<file path="src/rtl/decade_2421_chain_ctrl.sv">
// Run/stop sequencer for a chain of 2421 (Aiken) decade digits counting rising edges of x.
// Latency: out/z update 1 clk after the edge that samples x; no backpressure, edges outside RUN are dropped.
module decade_2421_chain_ctrl #(
    parameter int DIGITS = 2
) (
    input  logic                clk,
    input  logic                reset,
    input  logic                start,
    input  logic                stop,
    input  logic                clear,
    input  logic                x,
    input  logic [4*DIGITS-1:0] target,
    output logic [4*DIGITS-1:0] out,
    output logic                z,
    output logic                done,
    output logic                busy,
    output logic [1:0]          state
);

    typedef enum logic [1:0] {
        IDLE  = 2'b00,
        RUN   = 2'b01,
        PAUSE = 2'b10,
        DONE  = 2'b11
    } state_t;

    state_t              st;
    logic                x_q;
    logic                tick;
    logic                wrap;
    logic                hit;
    logic [4*DIGITS-1:0] nxt;

    // 4 jumps straight to 5 (1011); 9 rolls to 0 and carries.
    function automatic logic [3:0] inc_2421(input logic [3:0] d);
        case (d)
            4'b0100: inc_2421 = 4'b1011;
            4'b1111: inc_2421 = 4'b0000;
            default: inc_2421 = d + 4'd1;
        endcase
    endfunction

    always_comb begin
        logic c;
        c   = 1'b1;
        nxt = out;
        for (int k = 0; k < DIGITS; k++) begin
            if (c) begin
                nxt[4*k +: 4] = inc_2421(out[4*k +: 4]);
            end
            c = c & (out[4*k +: 4] == 4'b1111);
        end
        wrap = c;
    end

    assign tick  = x & ~x_q;
    // nxt is always a valid code, so a target with an illegal digit can never hit.
    assign hit   = (nxt == target);
    assign state = st;
    assign busy  = (st == RUN);
    assign done  = (st == DONE);

    always_ff @(posedge clk) begin
        if (!reset) begin
            st  <= IDLE;
            out <= '0;
            z   <= 1'b0;
            x_q <= 1'b0;
        end else begin
            x_q <= x;
            z   <= 1'b0;
            if (clear) begin
                out <= '0;
                st  <= IDLE;
            end else begin
                case (st)
                    IDLE, PAUSE: begin
                        if (start) begin
                            st <= RUN;
                        end
                    end
                    RUN: begin
                        if (stop) begin
                            st <= PAUSE;
                        end else if (tick) begin
                            out <= nxt;
                            z   <= wrap;
                            if (hit) begin
                                st <= DONE;
                            end
                        end
                    end
                    DONE: begin
                        if (start) begin
                            out <= '0;
                            st  <= RUN;
                        end
                    end
                    default: st <= IDLE;
                endcase
            end
        end
    end

endmodule

</file>
<file path="config.mk">
export PLATFORM = sky130hd
export DESIGN_NAME = decade_2421_chain_ctrl
export DESIGN_NICKNAME = d
export VERILOG_FILES = /design/src/rtl/decade_2421_chain_ctrl.sv
export SDC_FILE = /design/constraint.sdc
export NUM_CORES = 1
export LEC_CHECK = 0
export BUFFER_PORTS_ARGS = -buffer_cell sky130_fd_sc_hd__buf_2
export CORE_AREA = 4 4 59 55
export DETAILED_ROUTE_END_ITERATION = 10
export DIE_AREA = 0 0 63 59
export PLACE_DENSITY = 0.69
export SYNTH_ARGS = -nofsm -noshare
export SYNTH_HDL_FRONTEND = slang
export SYNTH_SLANG_ARGS = --single-unit
</file>
<file path="constraint.sdc">
create_clock -name clk -period 2.78 [get_ports clk]
set_input_delay 0.417 -clock clk [delete_from_list [all_inputs] [get_ports clk]]
set_output_delay 0.417 -clock clk [all_outputs]
set_load 0.02 [all_outputs]
</file>
==> flow_metrics.py, run 1 <==
metrics = {
    "sta": {
        "finalSetupViolCount": 0,
        "tns_ns": 0,
        "finalClockSkew_ns": 0.00638,
        "setup_ws_ns": 0.472,
        "drv_slew": 0,
        "rsz0062_at_grt": "no",
        "worstMarginPinSlew_ns": 0.499,
        "min_period_ns": 2.31,
        "fin_hold_ws_ns": 0.359,
        "fin_crit_sh_pct": 83.0,
        "fmax_mhz": 433,
        "relSlewSlack_pct": 66.7,
        "hold_viol": 0,
    },
    "power_and_ir_drop": {
        "clock_power_share_pct": 40.4,
        "power.share.switching_pct": 24.4,
        "leakage_nw": 0.470,
        "p_int_uw": 271,
        "power.total_uw": 359,
        "power_density_nw_per_um2": 309,
        "power_switching_uw": 87.6,
        "peakVddDrop_v": 0.000171,
        "combPwrFrac_pct": 10.7,
        "p_seq_share_pct": 48.8,
    },
    "global_route": {
        "grt_max_degree": 16,
        "track_usage_pct": 14.5,
        "first_global_vias": 966,
        "antenna_found_initial": 0,
        "grt_overflow": 0,
        "grt_pass1_wl_um": 4370,
    },
    "floorplan": {
        "die_y_um": 59,
        "row_count": 18,
        "die_w_um": 63,
        "initial_core_util_pct": 36.8,
        "ioPinCount": 27,
        "dieArea_um2": 3720,
        "coreArea_um2": 2680,
    },
    "synth": {
        "synth_ff_type": "dfxtp_1",
        "synthesis.nets": 145,
        "async_flop_share_pct": 0,
        "postSynthAreaPerCell_um2": 7.77,
        "yosysSeqAreaShare_pct": 24.3,
        "synth_cell_types": 49,
        "ys_ff_latch": 12,
        "synth_area_leader_cell": "dfxtp_1",
        "synth_edf_count": 0,
        "yosysTopAreaCellShare_pct": 24.3,
        "synth_top_cells_by_area": "dfxtp_1 (24%), a21oi_1 (8.6%), ha_1 (5.1%)",
        "synth_area_um2": 987,
        "yosys_warnings": 0,
        "synth_cells": 127,
    },
    "layout": {
        "multiInputGateArea_um2": 693,
        "drive_above_1_share_pct": 25.5,
        "utilization_pct": 43.3,
        "register_area_um2": 240,
        "fill_cells": 272,
        "diodes": 0,
        "nNetsFinal": 172,
        "area_growth_pct": 17.5,
        "final_area_um2": 1160,
        "finalNonFillerCells": 183,
    },
    "placed_design": {
        "place_congestion": 0.874,
        "dpl_worst_slack_ns": 0.501,
        "dp_hpwl_um": 1950,
        "dpl_cell_area_um2": 1120,
        "port_buffers": 26,
        "place_inst": 179,
    },
    "status": {
        "status": "finished clean",
    },
    "clock_tree": {
        "cts_buffers": 3,
        "clk_latency_ns": 0.28,
        "clkSlewWorstSetupHoldPaths_ns": 0.09,
        "clock-sinks": 12,
        "cts_tree": "built",
        "post_cts_buffers": 0,
        "ctsResizeCount": 0,
        "cts_root_buf": "clkbuf_4",
        "htreeDepth": 1,
        "cts_hold_buffers": 0,
        "max-clock-path-buffers": 2,
    },
    "worst_setup_path": {
        "slowest_delay_ns": 0.48,
        "timing.rr.end": "state[1]",
        "worst_ep_required_time_ns": 3.01,
        "startpoint": "out[0]",
        "critical_path_class": "flop to flop",
        "critical_path.endpoint": "state[1]",
        "worstPathMaxFanout": 11,
        "r2r-start": "out[0]",
        "worstSetupEndpointType": "flop",
        "reg2regPathDepth": 6,
        "path_cells": "ha_1, nand3_1, a211oi_1, o31ai_1, a2111oi_4, a31o_1",
        "regToRegSetupSlack_ns": 0.47,
        "cp_slowest_cell": "dfxtp_1",
        "arrival_ns": 2.54,
        "start_kind": "flop",
    },
    "drt": {
        "ant_nets": 0,
        "vias": 1070,
        "remaining_drc_errors": 0,
        "drt_first_pass_iters": 4,
        "post_drt_wl_per_cell_um": 14.3,
        "vias_per_cell": 5.85,
        "routed_wl_um": 2610,
        "drt_iter0_drc": 38,
    },
    "run": {
        "drv_cap": 0,
    },
    "min_path": {
        "min_path_type": "input pin to flop",
    },
}
==> flip-flops by register name, summed over array words and instances (netlist names) <==
signal / count
x_q: 1
out: 8
state: 2
z: 1
==> cell usage in the layout (no fill, tap or decap), types with 3 or more instances in the layout <==
master,Yosys,routed
nand2_1,10,10
nand2b_1,3,3
nor2b_1,4,4
nor2_1,11,11
ha_1,4,4
a211oi_1,4,4
inv_1,6,6
a21oi_1,17,17
buf_2,1,26
clkbuf_4,0,3
dfxtp_1,12,12
and2_1,3,3
o21ai_0,6,6
==> worst max-delay path: cells and delay by family (launching register included) <==
family | cells | cell delay (ns)
compound gates | 4 | 1.11
flops | 1 | 0.48
fa+ha+maj | 1 | 0.40
simple gates | 1 | 0.27
==> how the worst min path moves through the flow <==
| stage | to | from | slack, ns | depth (start not counted) |
|---|---|---|---|---|
| finish | x_q | reset | 0.36 | 2 |
| global route | x_q | reset | 0.37 | 2 |
| CTS | x_q | reset | 0.36 | 2 |
| detailed placement | out[1] | out[1] | 0.55 | 2 |
| global placement | state[0] | state[0] | 0.53 | 2 |
| floorplan | state[0] | stop | 0.51 | 1 |
==> final cells by class <==
cell class / count / share of cell area (%)
Multi-Input combinational cell: 105 / 59.8
Sequential cell: 12 / 20.7
Timing Repair Buffer: 26 / 11.2
Tap cell: 30 / 3.24
Clock buffer: 4 / 3.13
Inverter: 6 / 1.94
==> per-layer routing <==
metal | part of all wire, % | global-route usage [%] | vias to the layer above
met3 | 7.6 | 3.42 | 5
met1 | 45 | 19.7 | 490
met5 | 0 | 0 | -
li1 | - | - | 529
met4 | 1.1 | 4.40 | 0
met2 | 46 | 23.0 | 46
==> cell usage after synthesis, drive strengths merged, types with 2 or more instances <==
| cell | n |
|---|---|
| nor2 | 12 |
| and2 | 3 |
| inv | 6 |
| o21ai | 6 |
| a21o | 2 |
| or2 | 2 |
| nand2 | 10 |
| ha | 4 |
| a2111oi | 2 |
| a211oi | 5 |
| or3 | 2 |
| buf | 3 |
| nor2b | 4 |
| and3 | 3 |
| nor3 | 2 |
| xnor2 | 2 |
| a32oi | 2 |
| dfxtp | 12 |
| nand3 | 2 |
| nand2b | 3 |
| a21oi | 17 |
==> cells by family (layout without fill, tap and decap cells) <==
logic type	after synthesis	in the layout	share of synthesized area [%]
AOI/OAI and AO/OA	48	48	34.9
xor gates and xnor gates	2	2	1.77
adders and majority gates	4	4	5.07
buffers and inverters	10	36	5.45
DFF	12	12	24.3
and+or+nand+nor	51	51	28.5
==> power by group through the flow <==
stage          clock network, mW  logic, mW  registers [mW]
2_1_floorplan                  0     0.0198           0.180
3_3_place_gp                   0     0.0380           0.179
3_5_place_dp                   0     0.0382           0.179
4_1_cts                    0.143     0.0385           0.175
5_1_grt                    0.151     0.0422           0.176
6_report                   0.145     0.0385           0.175
Power figures use the tool's default switching activity.
==> run 2: changes to the inputs <==
- clock period: 2.78 -> 2.3 ns (I/O delays scaled with it)
==> flow_metrics.py, run 2 (synthesized netlist as in run 1, its figures left out) <==
metrics = {
    "clock_tree": {
        "htreeDepth": 1,
        "post_cts_buffers": 0,
        "cts_hold_buffers": 0,
        "cts_tree": "built",
        "clk_latency_ns": 0.26,
        "max-clock-path-buffers": 2,
        "cts_buffers": 3,
        "ctsResizeCount": 0,
        "cts_root_buf": "clkbuf_4",
        "clkSlewWorstSetupHoldPaths_ns": 0.07,
        "clock-sinks": 12,
    },
    "sta": {
        "drv_slew": 0,
        "finalSetupViolCount": 0,
        "finalClockSkew_ns": 0.00145,
        "hold_viol": 0,
        "worstMarginPinSlew_ns": 0.437,
        "rsz0062_at_grt": "no",
        "fmax_mhz": 473,
        "setup_ws_ns": 0.185,
        "fin_crit_sh_pct": 92.0,
        "tns_ns": 0,
        "relSlewSlack_pct": 70.6,
        "min_period_ns": 2.12,
    },
    "floorplan": {
        "row_count": 18,
        "dieArea_um2": 3720,
        "die_w_um": 63,
        "ioPinCount": 27,
        "coreArea_um2": 2680,
        "die_y_um": 59,
        "initial_core_util_pct": 36.8,
    },
    "worst_setup_path": {
        "start_kind": "flop",
        "timing.rr.end": "state[1]",
        "worst_ep_required_time_ns": 2.46,
        "critical_path.endpoint": "state[1]",
        "arrival_ns": 2.28,
        "worstSetupEndpointType": "flop",
        "critical_path_class": "flop to flop",
        "regToRegSetupSlack_ns": 0.18,
        "reg2regPathDepth": 7,
        "startpoint": "out[4]",
        "worstPathMaxFanout": 5,
        "r2r-start": "out[4]",
    },
    "global_route": {
        "grt_overflow": 0,
        "grt_pass1_wl_um": 4520,
        "track_usage_pct": 15.1,
        "grt_max_degree": 12,
        "first_global_vias": 1028,
        "antenna_found_initial": 0,
    },
    "power_and_ir_drop": {
        "power_density_nw_per_um2": 322,
        "peakVddDrop_v": 0.000307,
        "leakage_nw": 0.495,
    },
    "drt": {
        "remaining_drc_errors": 0,
        "drt_first_pass_iters": 4,
        "drt_iter0_drc": 42,
        "post_drt_wl_per_cell_um": 14.3,
        "ant_nets": 0,
        "vias_per_cell": 5.74,
        "vias": 1079,
        "routed_wl_um": 2690,
    },
    "layout": {
        "area_growth_pct": 20.7,
        "register_area_um2": 240,
        "drive_above_1_share_pct": 27.8,
        "final_common_cell": "buf_2",
        "largest_register": "out",
        "layout_common_cells": "buf_2 (26), a21oi_1 (17), dfxtp_1 (12)",
        "largest_reg_flops": 8,
        "diodes": 0,
        "fill_cells": 269,
        "multiInputGateArea_um2": 693,
        "nNetsFinal": 178,
    },
    "placed_design": {
        "port_buffers": 26,
        "place_congestion": 0.816,
        "dpl_worst_slack_ns": 0.196,
        "dp_hpwl_um": 2110,
    },
    "run": {
        "drv_cap": 0,
    },
    "min_path": {
        "hp-start": "reset",
        "min_path_type": "input pin to flop",
    },
    "status": {
        "status": "finished clean",
    },
}
## run 2: layout make-up
type                       count  share of cell area, %
inverter                       6                   1.89
sequential                    12                   20.2
tap                           30                   3.15
multi-input combinational    105                   58.2
clock buffer                   3                   1.89
timing repair buffer          32                   14.7
## run 2: through the flow
step                cells  utilization, %  hold WS [ns]  power [mW]  cell area (µm²)
finish                188            44.4         0.302       0.384             1190
global route          188            44.4         0.322       0.405             1190
CTS                   188            44.4         0.299       0.389             1190
detailed placement    185            43.6         0.554       0.265             1170
global placement      185            43.6         0.530       0.264             1170
floorplan             127               -         0.440       0.242              987
## run 2: metal layers
layer / routed length [µm] / GRT usage, % / vias to the layer above
li1: - / - / 541
met1: 1250 / 19.2 / 492
met2: 1250 / 25.1 / 40
met3: 142 / 2.85 / 6
met4: 56 / 6.92 / 0
met5: 0 / 0 / -
## run 2: worst min-delay path by stage
stage / endpoint / depth (start not counted)
2_1_floorplan: state[0] / 1
3_3_place_gp: state[0] / 2
3_5_place_dp: state[0] / 2
4_1_cts: x_q / 2
5_1_grt: state[0] / 2
6_report: x_q / 2
## run 2: worst max-delay path, cell delays in order (launching register included)
cell and delay, ns:
dfxtp_1 0.42, inv_1 0.10, ha_1 0.29, a21bo_2 0.22, a211o_1 0.28, a221oi_1 0.41
a2111oi_4 0.09, a31o_1 0.19
## run 2: power breakdown
part / total (mW) / switching (mW) / internal (mW)
clock: 0.124 / 0.0636 / 0.0605
sequential: 0.212 / 0.00223 / 0.210
combinational: 0.0480 / 0.0249 / 0.0231
==> run 3: changes to the inputs <==
- ABC_AREA: not set -> 1
- CORE_AREA: 4 4 59 55 -> 4 4 57 54
- DIE_AREA: 0 0 63 59 -> 0 0 61 58
- PLACE_DENSITY: 0.69 -> 0.71
==> flow_metrics.py, run 3 <==
metrics = {
    "global_route": {
        "first_global_vias": 878,
        "antenna_found_initial": 0,
        "grt_pass1_wl_um": 3890,
        "grt_overflow": 0,
        "grt_max_degree": 10,
        "track_usage_pct": 14.3,
    },
    "layout": {
        "final_common_cell": "nand2_1",
        "layout_common_cells": "nand2_1 (71), inv_1 (26), buf_2 (26)",
        "area_growth_pct": 18.6,
        "drive_above_1_share_pct": 20.9,
        "diodes": 0,
        "largest_register": "out",
        "fill_cells": 270,
        "largest_reg_flops": 8,
        "nNetsFinal": 211,
    },
    "power_and_ir_drop": {
        "p_seq_share_pct": 53.5,
        "combPwrFrac_pct": 13.0,
        "leakage_nw": 0.605,
        "peakVddDrop_v": 0.000372,
        "power_switching_uw": 105,
        "power_density_nw_per_um2": 353,
        "power.share.switching_pct": 26.5,
        "clock_power_share_pct": 33.5,
        "power.total_uw": 397,
        "p_int_uw": 292,
    },
    "worst_setup_path": {
        "regToRegSetupSlack_ns": 0.45,
        "cp_num_cells": 14,
        "critical_path.endpoint": "state[1]",
        "slowest_delay_ns": 0.42,
        "worstPathMaxFanout": 9,
        "cp_slowest_cell": "dfxtp_1",
        "arrival_ns": 2.02,
        "critPathTopFamily": "simple AND/OR/NAND/NOR gates",
        "r2r-start": "out[0]",
        "startpoint": "out[0]",
        "start_kind": "flop",
        "path_cells": "ha_1, nand3_4, inv_2, nand2_1, nand2_1, nand3_1, nand2_1, nand2_1, nor2_1, nand2_1, nand2_2, nand2_2, nand2_1, a21oi_2",
        "critical_path_class": "flop to flop",
        "timing.rr.end": "state[1]",
        "worstSetupEndpointType": "flop",
        "worst_ep_required_time_ns": 2.47,
        "reg2regPathDepth": 14,
        "path_buf_inv": 1,
        "crit_top_cell": "nand2_1",
    },
    "drt": {
        "remaining_drc_errors": 0,
        "drt_iter0_drc": 36,
        "routed_wl_um": 2250,
        "vias_per_cell": 4.69,
        "drt_first_pass_iters": 4,
        "post_drt_wl_per_cell_um": 10.3,
        "vias": 1027,
        "ant_nets": 0,
    },
    "sta": {
        "drv_slew": 0,
        "finalClockSkew_ns": 0.00431,
        "min_period_ns": 1.85,
        "worstMarginPinSlew_ns": 0.688,
        "finalSetupViolCount": 0,
        "setup_ws_ns": 0.447,
        "rsz0062_at_grt": "no",
        "relSlewSlack_pct": 54.0,
        "fin_crit_sh_pct": 80.6,
        "fmax_mhz": 540,
        "fin_hold_ws_ns": 0.262,
        "tns_ns": 0,
        "hold_viol": 0,
    },
    "clock_tree": {
        "clk_latency_ns": 0.28,
        "htreeDepth": 1,
        "cts_root_buf": "clkbuf_4",
        "post_cts_buffers": 0,
        "clock-sinks": 12,
        "ctsResizeCount": 0,
        "cts_tree": "built",
        "cts_buffers": 3,
        "max-clock-path-buffers": 2,
        "clkSlewWorstSetupHoldPaths_ns": 0.08,
        "cts_hold_buffers": 0,
    },
    "placed_design": {
        "dp_hpwl_um": 1770,
        "dpl_worst_slack_ns": 0.458,
        "place_congestion": 0.823,
        "port_buffers": 26,
    },
    "status": {
        "status": "finished clean",
    },
    "synth": {
        "synth_ff_type": "dfxtp_1",
        "synthesis.nets": 181,
        "yosysTopAreaCellShare_pct": 28.1,
        "synth_top_cells_by_area": "nand2_1 (28%), dfxtp_1 (25%), inv_1 (10%)",
        "synth_area_leader_cell": "nand2_1",
        "synth_common_cells": "nand2_1 (71), inv_1 (26), nand3_1 (15), dfxtp_1 (12), nor2_1 (9)",
        "yosysSeqAreaShare_pct": 25.3,
        "postSynthAreaPerCell_um2": 5.82,
        "synth_cells": 163,
        "synth_cell_types": 20,
        "synth_edf_count": 0,
        "synth_area_um2": 948,
        "yosys_warnings": 0,
        "ys_ff_latch": 12,
        "async_flop_share_pct": 0,
        "yosys.cell_count.top_type": "nand2_1",
    },
    "floorplan": {
        "coreArea_um2": 2420,
        "ioPinCount": 27,
        "die_w_um": 61,
        "die_y_um": 58,
        "initial_core_util_pct": 39.1,
        "dieArea_um2": 3540,
        "row_count": 17,
    },
    "run": {
        "drv_cap": 0,
    },
    "min_path": {
        "min_path_type": "input pin to flop",
    },
}
## run 3: changes by cell type in the layout (fill, tap and decap cells not counted), sizes merged, moves of 6 or more
cell / before / now
o21ai: 6 / 0
nand3: 2 / 17
inv: 6 / 27
nand2: 10 / 74
a21oi: 17 / 10
buf: 32 / 26
## run 3: worst min-delay path by stage
stage	startpoint	endpoint	slack, ns	cells past startpoint
after floorplan	x	x_q	0.44	2
after global placement	out[7]	out[7]	0.50	2
after detailed placement	out[7]	out[7]	0.49	2
after CTS	reset	x_q	0.25	3
after global routing	reset	x_q	0.26	3
final	x	x_q	0.26	3
## run 3: kinds of logic (layout without fill, tap and decap cells)
| family | count (synthesis) | in the layout | synth area share [%] |
|---|---|---|---|
| compound gates | 11 | 11 | 6.86 |
| simple gates | 107 | 107 | 50.3 |
| flops | 12 | 12 | 25.3 |
| fa+ha+maj | 4 | 4 | 5.28 |
| buf+inv | 29 | 57 | 12.3 |
## run 3: cell type report
cell class / instances / area (µm²) / area share (%)
clock buffers: 3 / 22.5 / 2.00
well taps: 28 / 35.0 / 3.11
multi-input cells: 122 / 592 / 52.6
inverters: 28 / 105 / 9.34
repair buffers: 26 / 130 / 11.6
flip-flops and latches: 12 / 240 / 21.4
## run 3: stage by stage
step                utilization, %  cell area, µm²  std cells
global route                  46.4            1120        219
finish                        46.4            1120        219
global placement              45.5            1100        216
detailed placement            45.5            1100        216
floorplan                        -             948        163
CTS                           46.4            1120        219
## run 3: layer usage
layer / track usage [%] / part of all wire [%] / up-vias
met5: 0 / 0 / -
met4: 3.72 / 0.67 / 0
met3: 4.68 / 7.2 / 3
met2: 18.9 / 41 / 31
met1: 21.9 / 51 / 430
li1: - / - / 563
## run 3: worst register-to-register path: cells and delay by family, from the launching register on
kind            cells  cell delay [ns]
flops               1             0.42
simple gates       11             0.88
compound gates      1             0.05
buf+inv             1             0.11
fa+ha+maj           1             0.30
## run 3: power by group through the flow
stage,Sequential [mW],Combinational [mW],Clock (mW)
2_1_floorplan,0.219,0.0283,0
3_3_place_gp,0.217,0.0519,0
3_5_place_dp,0.217,0.0521,0
4_1_cts,0.212,0.0523,0.140
5_1_grt,0.212,0.0599,0.149
6_report,0.212,0.0518,0.133
